==> src/rtl/half_adder_unit.sv <==
// Per-lane half adder with a zero-latency result, a one-cycle registered result
// with valid flag, and a saturating count of samples that produced any carry.
module half_adder_unit #(
  parameter int WIDTH   = 1,
  parameter int COUNT_W = 8
) (
  input  logic               clk,
  input  logic               rst,
  input  logic [WIDTH-1:0]   a,
  input  logic [WIDTH-1:0]   b,
  output logic [WIDTH-1:0]   s,
  output logic [WIDTH-1:0]   c,
  input  logic               in_valid,
  output logic [WIDTH-1:0]   s_q,
  output logic [WIDTH-1:0]   c_q,
  output logic               out_valid,
  input  logic               clr_cnt,
  output logic [COUNT_W-1:0] carry_cnt,
  output logic               cnt_sat
);

  localparam logic [COUNT_W-1:0] CNT_MAX = {COUNT_W{1'b1}};
  localparam logic [COUNT_W-1:0] CNT_ONE = COUNT_W'(1);

  logic [WIDTH-1:0]   sum_s;
  logic [WIDTH-1:0]   carry_s;
  logic               any_carry_s;
  logic [COUNT_W-1:0] cnt_next_s;

  logic [WIDTH-1:0]   sum_r;
  logic [WIDTH-1:0]   carry_r;
  logic               valid_r;
  logic [COUNT_W-1:0] cnt_r;

  // Lane-wise half adder; lanes never interact, so no carry chain exists.
  always_comb begin
    sum_s       = a ^ b;
    carry_s     = a & b;
    any_carry_s = |carry_s;
  end

  // Counter next state: clear beats a simultaneous event, and the count sticks at max.
  always_comb begin
    cnt_next_s = cnt_r;
    if (clr_cnt) begin
      cnt_next_s = '0;
    end else if (in_valid && any_carry_s && (cnt_r != CNT_MAX)) begin
      cnt_next_s = cnt_r + CNT_ONE;
    end else begin
      cnt_next_s = cnt_r;
    end
  end

  // Registered result, valid flag and counter; results hold when no valid sample arrives.
  always_ff @(posedge clk or posedge rst) begin
    if (rst) begin
      sum_r   <= '0;
      carry_r <= '0;
      valid_r <= 1'b0;
      cnt_r   <= '0;
    end else begin
      if (in_valid) begin
        sum_r   <= sum_s;
        carry_r <= carry_s;
      end else begin
        sum_r   <= sum_r;
        carry_r <= carry_r;
      end
      valid_r <= in_valid;
      cnt_r   <= cnt_next_s;
    end
  end

  assign s         = sum_s;
  assign c         = carry_s;
  assign s_q       = sum_r;
  assign c_q       = carry_r;
  assign out_valid = valid_r;
  assign carry_cnt = cnt_r;
  assign cnt_sat   = (cnt_r == CNT_MAX);

endmodule

==> config.mk <==
export PLATFORM = sky130hd
export DESIGN_NAME = half_adder_unit
export DESIGN_NICKNAME = d
export VERILOG_FILES = /design/src/rtl/half_adder_unit.sv
export SDC_FILE = /design/constraint.sdc
export NUM_CORES = 1
export LEC_CHECK = 0
export CAP_MARGIN = 15
export CORE_UTILIZATION = 40
export CTS_BUF_LIST = sky130_fd_sc_hd__clkbuf_4
export DETAILED_ROUTE_END_ITERATION = 10
export PLACE_DENSITY = 0.74
export SYNTH_ARGS = -nofsm -noshare
export SYNTH_HDL_FRONTEND = slang
export SYNTH_SLANG_ARGS = --single-unit
==> constraint.sdc <==
create_clock -name clk -period 2.4 [get_ports clk]
set_input_delay 0.24 -clock clk [delete_from_list [all_inputs] [get_ports clk]]
set_output_delay 0.24 -clock clk [all_outputs]
set_load 0.005 [all_outputs]
# Word level (Yosys, flattened, before mapping)
# Cells that the tools add are included.
[classes]
n_addsub = 1
n_mul = 0
div_mod_pow = 0
order_cmp = 0
eq_ne = 2
shift = 0
muxes = 2
bitwise_logic = 2
n_reduce_logical = 3
[op_table]
columns = ["operator", "n"]
rows = [
  ["8-bit 2-to-1 mux", 2],
  ["8-bit by 1-bit adder with 8-bit output, second input constant", 1],
  ["8-bit == test, second input constant", 1],
  ["8-bit != test, second input constant", 1],
  ["1-bit logical AND", 2],
  ["2-bit nonzero test", 1],
  ["1-bit AND", 1],
  ["1-bit XOR", 1],
]
[totals]
register_bits = 11
latch_bits = 0
ramBits = 0
romBits = 0
in_bits = 6
output_inout_bits = 14
n_memories = 0

# Longest topological paths before layout
[depth]
depth_word = 5
depth_mapped = 5

# Least setup slack after synthesis
# Ideal clock, no wire load.
[synth_timing]
path_kind = "reg2reg"
startpoint = "register cnt_r[0], in the netlist carry_cnt[0]"
endpoint = "register cnt_r[6], in the netlist carry_cnt[6]"
setup_time_ns = 0.078
arrival_time_ns = 1.498
required_time_ns = 2.322
setup_slack_ns = 0.825
stages_incl_launch_ff = 6
path_buffers = 0
cell_sequence = "dfrtp_1 > ha_1 > nand3_2 > or3b_4 > or3_1 > a21oi_1"
[synth_between]
elab_chain_len = 3
elab_cells_between_ends = 6
cone_classes = "add/sub (1); eq/ne (1); mux (2); reduce/logical (2)"
[synth_rtl]
columns = ["item", "line_no", "rtl"]
rows = [
  ["start: declaration", "33", "logic [COUNT_W-1:0] cnt_r;"],
  ["start signal: assignment", "70", "cnt_r <= cnt_next_s;"],
  ["8-bit by 1-bit adder with 8-bit output or 8-bit != test (tied branches)", "48, 47", ""],
  ["8-bit 2-to-1 mux or 1-bit logical AND (tied branches)", "47", "end else if (in_valid && any_carry_s && (cnt_r != CNT_MAX)) begin"],
  ["8-bit 2-to-1 mux or 2-bit nonzero test (tied branches)", "--", ""],
]
# Parallel ways exist; a longest one is shown, timed or not. The select of a mux whose other input is x is not followed.
# A chain may end at the register's enable or synchronous reset.

# Worst setup path after layout
[layout_timing]
startpoint = "register cnt_r[0], in the netlist carry_cnt[0]"
endpoint = "output cnt_sat"
[layout_between]
elab_chain_len = 1
[layout_rtl]
columns = ["item", "line_no", "rtl"]
rows = [
  ["8-bit == test", "80", "assign cnt_sat = (cnt_r == CNT_MAX);"],
  ["end: declaration", "19", "output logic cnt_sat"],
]
# Every way passes these cells.

==> summary.md <==
| Metric | Value |
|---|---|
| Worst Setup Start Kind | `flip-flop` |
| Gr usage total | `18.2%` |
| Number of vias per cell | `around 5.1` |
| Post-CTS sizing | `0` |
| Worst reg2reg setup slack | `~700 ps` |
| CP Class | `flip-flop to output pin` |
| DRT antenna net count | `0` |
| Final Max Slew Viols | `0` |
| Max incr delay on CP | `approximately 510 ps` |
| Vias in the first global route | `roughly 430` |
| Unrepaired setup endpoints after global routing | `no` |
| Min Clock Period, post-route | `between 1500 and 2000 ps` |
| Synth Warn # | `0` |
| Longest Clk Path Bufs | `2` |
| Fin crit share | `between 70% and 80%` |
| Layout fillers | `between 100 and 150` |
| Crit path DAT | `approximately 1700 ps` |
| Fmax | `about 530 MHz` |
| Slowest stage cell, crit path | `clkdlybuf4s50_1` |
| Worst-Skew Late Latency | `roughly 260 ps` |
| Crit end category | `output pin` |
| Synthesized area per cell | `roughly 11 um2` |
| Wirelength per Cell | `around 13 um` |
| Core area | `1160 um2` |
| Rows | `12` |
| Max Used Layer | `met3` |
| Endpoints failing setup | `0` |
| Post-Syn Nets | `57` |
| DRT iter0 DRCs | `10` |
| CTS Buf Count | `3` |
| Detailed-route DRC error count | `0` |
| Inserted Diodes | `0` |
| IO Port Bufs | `19` |
| Routed met2 length | `about 520 um` |
| Post-Syn Area | `between 500 and 600 um2` |
| Crit-path cells | `ha_1 -> nand3_2 -> nor2_1 -> clkdlybuf4s50_1` |
| Data required time at the worst endpoint | `around 2200 ps` |
| CTS tree | `built` |
| #FFs+latches synth | `11` |
| Wl on met1 | `roughly 560 um` |
| Layout area overhead | `44.8%` |
| Largest net degree at the start of global routing | `12` |
| Clock Skew | `between 2 and 3 ps` |
| Die width | `between 30 and 40 um` |
| Mapped Cells | `49` |
| I/O pin count | `20` |
| Run status | `complete, no violations` |
| Global route total overflow | `0` |
| P_leak | `0.317 nW` |
| Initial antenna violation count | `0` |
| Nets | `80` |
| DIE AREA | `around 1500 um2` |
| Die Y | `roughly 38 um` |
| Max-cap violations | `0` |
| Critical path buffer and inverter count | `1` |
| Worst relative slew slack | `about 70%` |
| Unique masters post-synth | `19` |
| Sequential area share after synthesis | `a little over half` |
| Hold WC Path Type | `input pin to asynchronous set/reset pin` |
| CP delay by family, top | `buffers and inverters` |
| Final hold viol count | `0` |
| Hold-fix buffers at CTS | `0` |
| Slew at the pin closest to its max-slew limit | `between 400 and 500 ps` |
| DR pass1 iterations | `4` |
| H-tree levels | `1` |
| Final instance count without filler cells | `85` |
| Clock slew at reported path FFs | `70 ps` |
| PD cells | `between 400 and 500 nW/um2` |
| GPL Wtd Cong | `~0.78` |
| Postcts setup bufs | `0` |
| Max IR drop VDD | `about 0.31 mV` |
| WL met3 | `40 um` |
| Initial Util | `a little under half` |
| Root Driver | `clkbuf_4` |
| Clk sinks | `11` |
| Worst hold slack | `269 ps` |
| Setup TNS | `0 ps` |
| # placed instances | `just over 80` |
| Via Count | `between 400 and 500` |
| First-pass GRT wire length | `roughly 1.8 mm` |
| Critical path peak fanout | `5` |
| Total Wirelength | `roughly 1.1 mm` |
| Share of post-route cells with drive strength above 1 | `9.86%` |
[per-layer routing]
layer  vias up  global-route usage [%]
met5         -                       0
met4         0                    8.04
met3         0                    3.49
met2         8                    27.1
met1       209                    25.4
li1        217                       -
[final cells by class]
class	count	area, um2	area share, %
repair buffers	19	190	25.2
inverters	2	7.51	0.993
flip-flops and latches	11	275	36.4
well taps	14	17.5	2.32
multi-input cells	35	235	31.1
clock buffers	4	30.0	3.97
[power breakdown]
part | internal (mW) | switching, mW
registers | 0.191 | 0.00343
clock network | 0.0755 | 0.0627
logic | 0.0269 | 0.0170
[cells in the final DEF, fill, tap and decap left out, drive strengths merged, types with 2 or more instances in the layout]
cell type | netlist | final
a21oi | 3 | 3
clkbuf | 0 | 4
clkdlybuf4s50 | 0 | 19
dfrtp | 11 | 11
ha | 2 | 2
inv | 2 | 2
nand2 | 3 | 3
nand4 | 2 | 2
nor2 | 6 | 6
o21ai | 4 | 4
or3 | 3 | 3
xor2 | 4 | 4
[synth_stat cells]
master	instances	area share, %
nand2_1	3	2.2
dfrtp_1	11	53
nor2_1	6	4.3
inv_1	2	1.4
mux2i_1	1	1.9
o211ai_1	1	1.4
a21oi_1	3	2.9
nand3_2	1	1.9
buf_1	1	0.72
xor2_1	4	6.7
o21bai_1	1	1.4
ha_1	2	4.8
o2111ai_1	1	1.7
or3b_4	1	2.2
nand4_1	2	2.4
o21ai_0	4	3.8
mux2_2	1	2.2
or3_1	3	3.6
and4_1	1	1.7
[per-stage QoR]
step | worst slack [ps] | total power [mW] | cell area [um2] | util, %
floorplan | 825 | 0.213 | 522 | -
CTS | 506 | 0.379 | 756 | 65.4
global placement | 504 | 0.242 | 726 | 62.8
global route | 431 | 0.391 | 756 | 65.4
finish | 506 | 0.377 | 756 | 65.4
detailed placement | 465 | 0.242 | 726 | 62.8
[registers in the layout (all words and copies together), names as in the netlist]
register,cells
c_q,1
s_q,1
carry_cnt,8
out_valid,1
[worst paths after layout]
path / startpoint / end / depth (start not counted)
max in group asynchronous: rst / out_valid / 2
min in group clk: s_q / s_q / 1
setup reg to reg: carry_cnt[0] / carry_cnt[6] / 5
hold / removal: rst / carry_cnt[0] / 2
hold reg to reg: s_q / s_q / 1
setup / recovery: carry_cnt[0] / cnt_sat / 4
[logic make-up (layout without fill, tap and decap cells)]
group	after synthesis	after routing	synth area share, %
AND/OR/NAND/NOR	17	17	18.2
multiplexers	2	2	4.08
adder cells (fa/ha/maj)	2	2	4.80
buffers and inverters	3	25	2.16
flip-flops	11	11	52.8
XOR/XNOR	4	4	6.71
AO/OA/AOI/OAI	10	10	11.3
(Power assumes the default switching activity.)
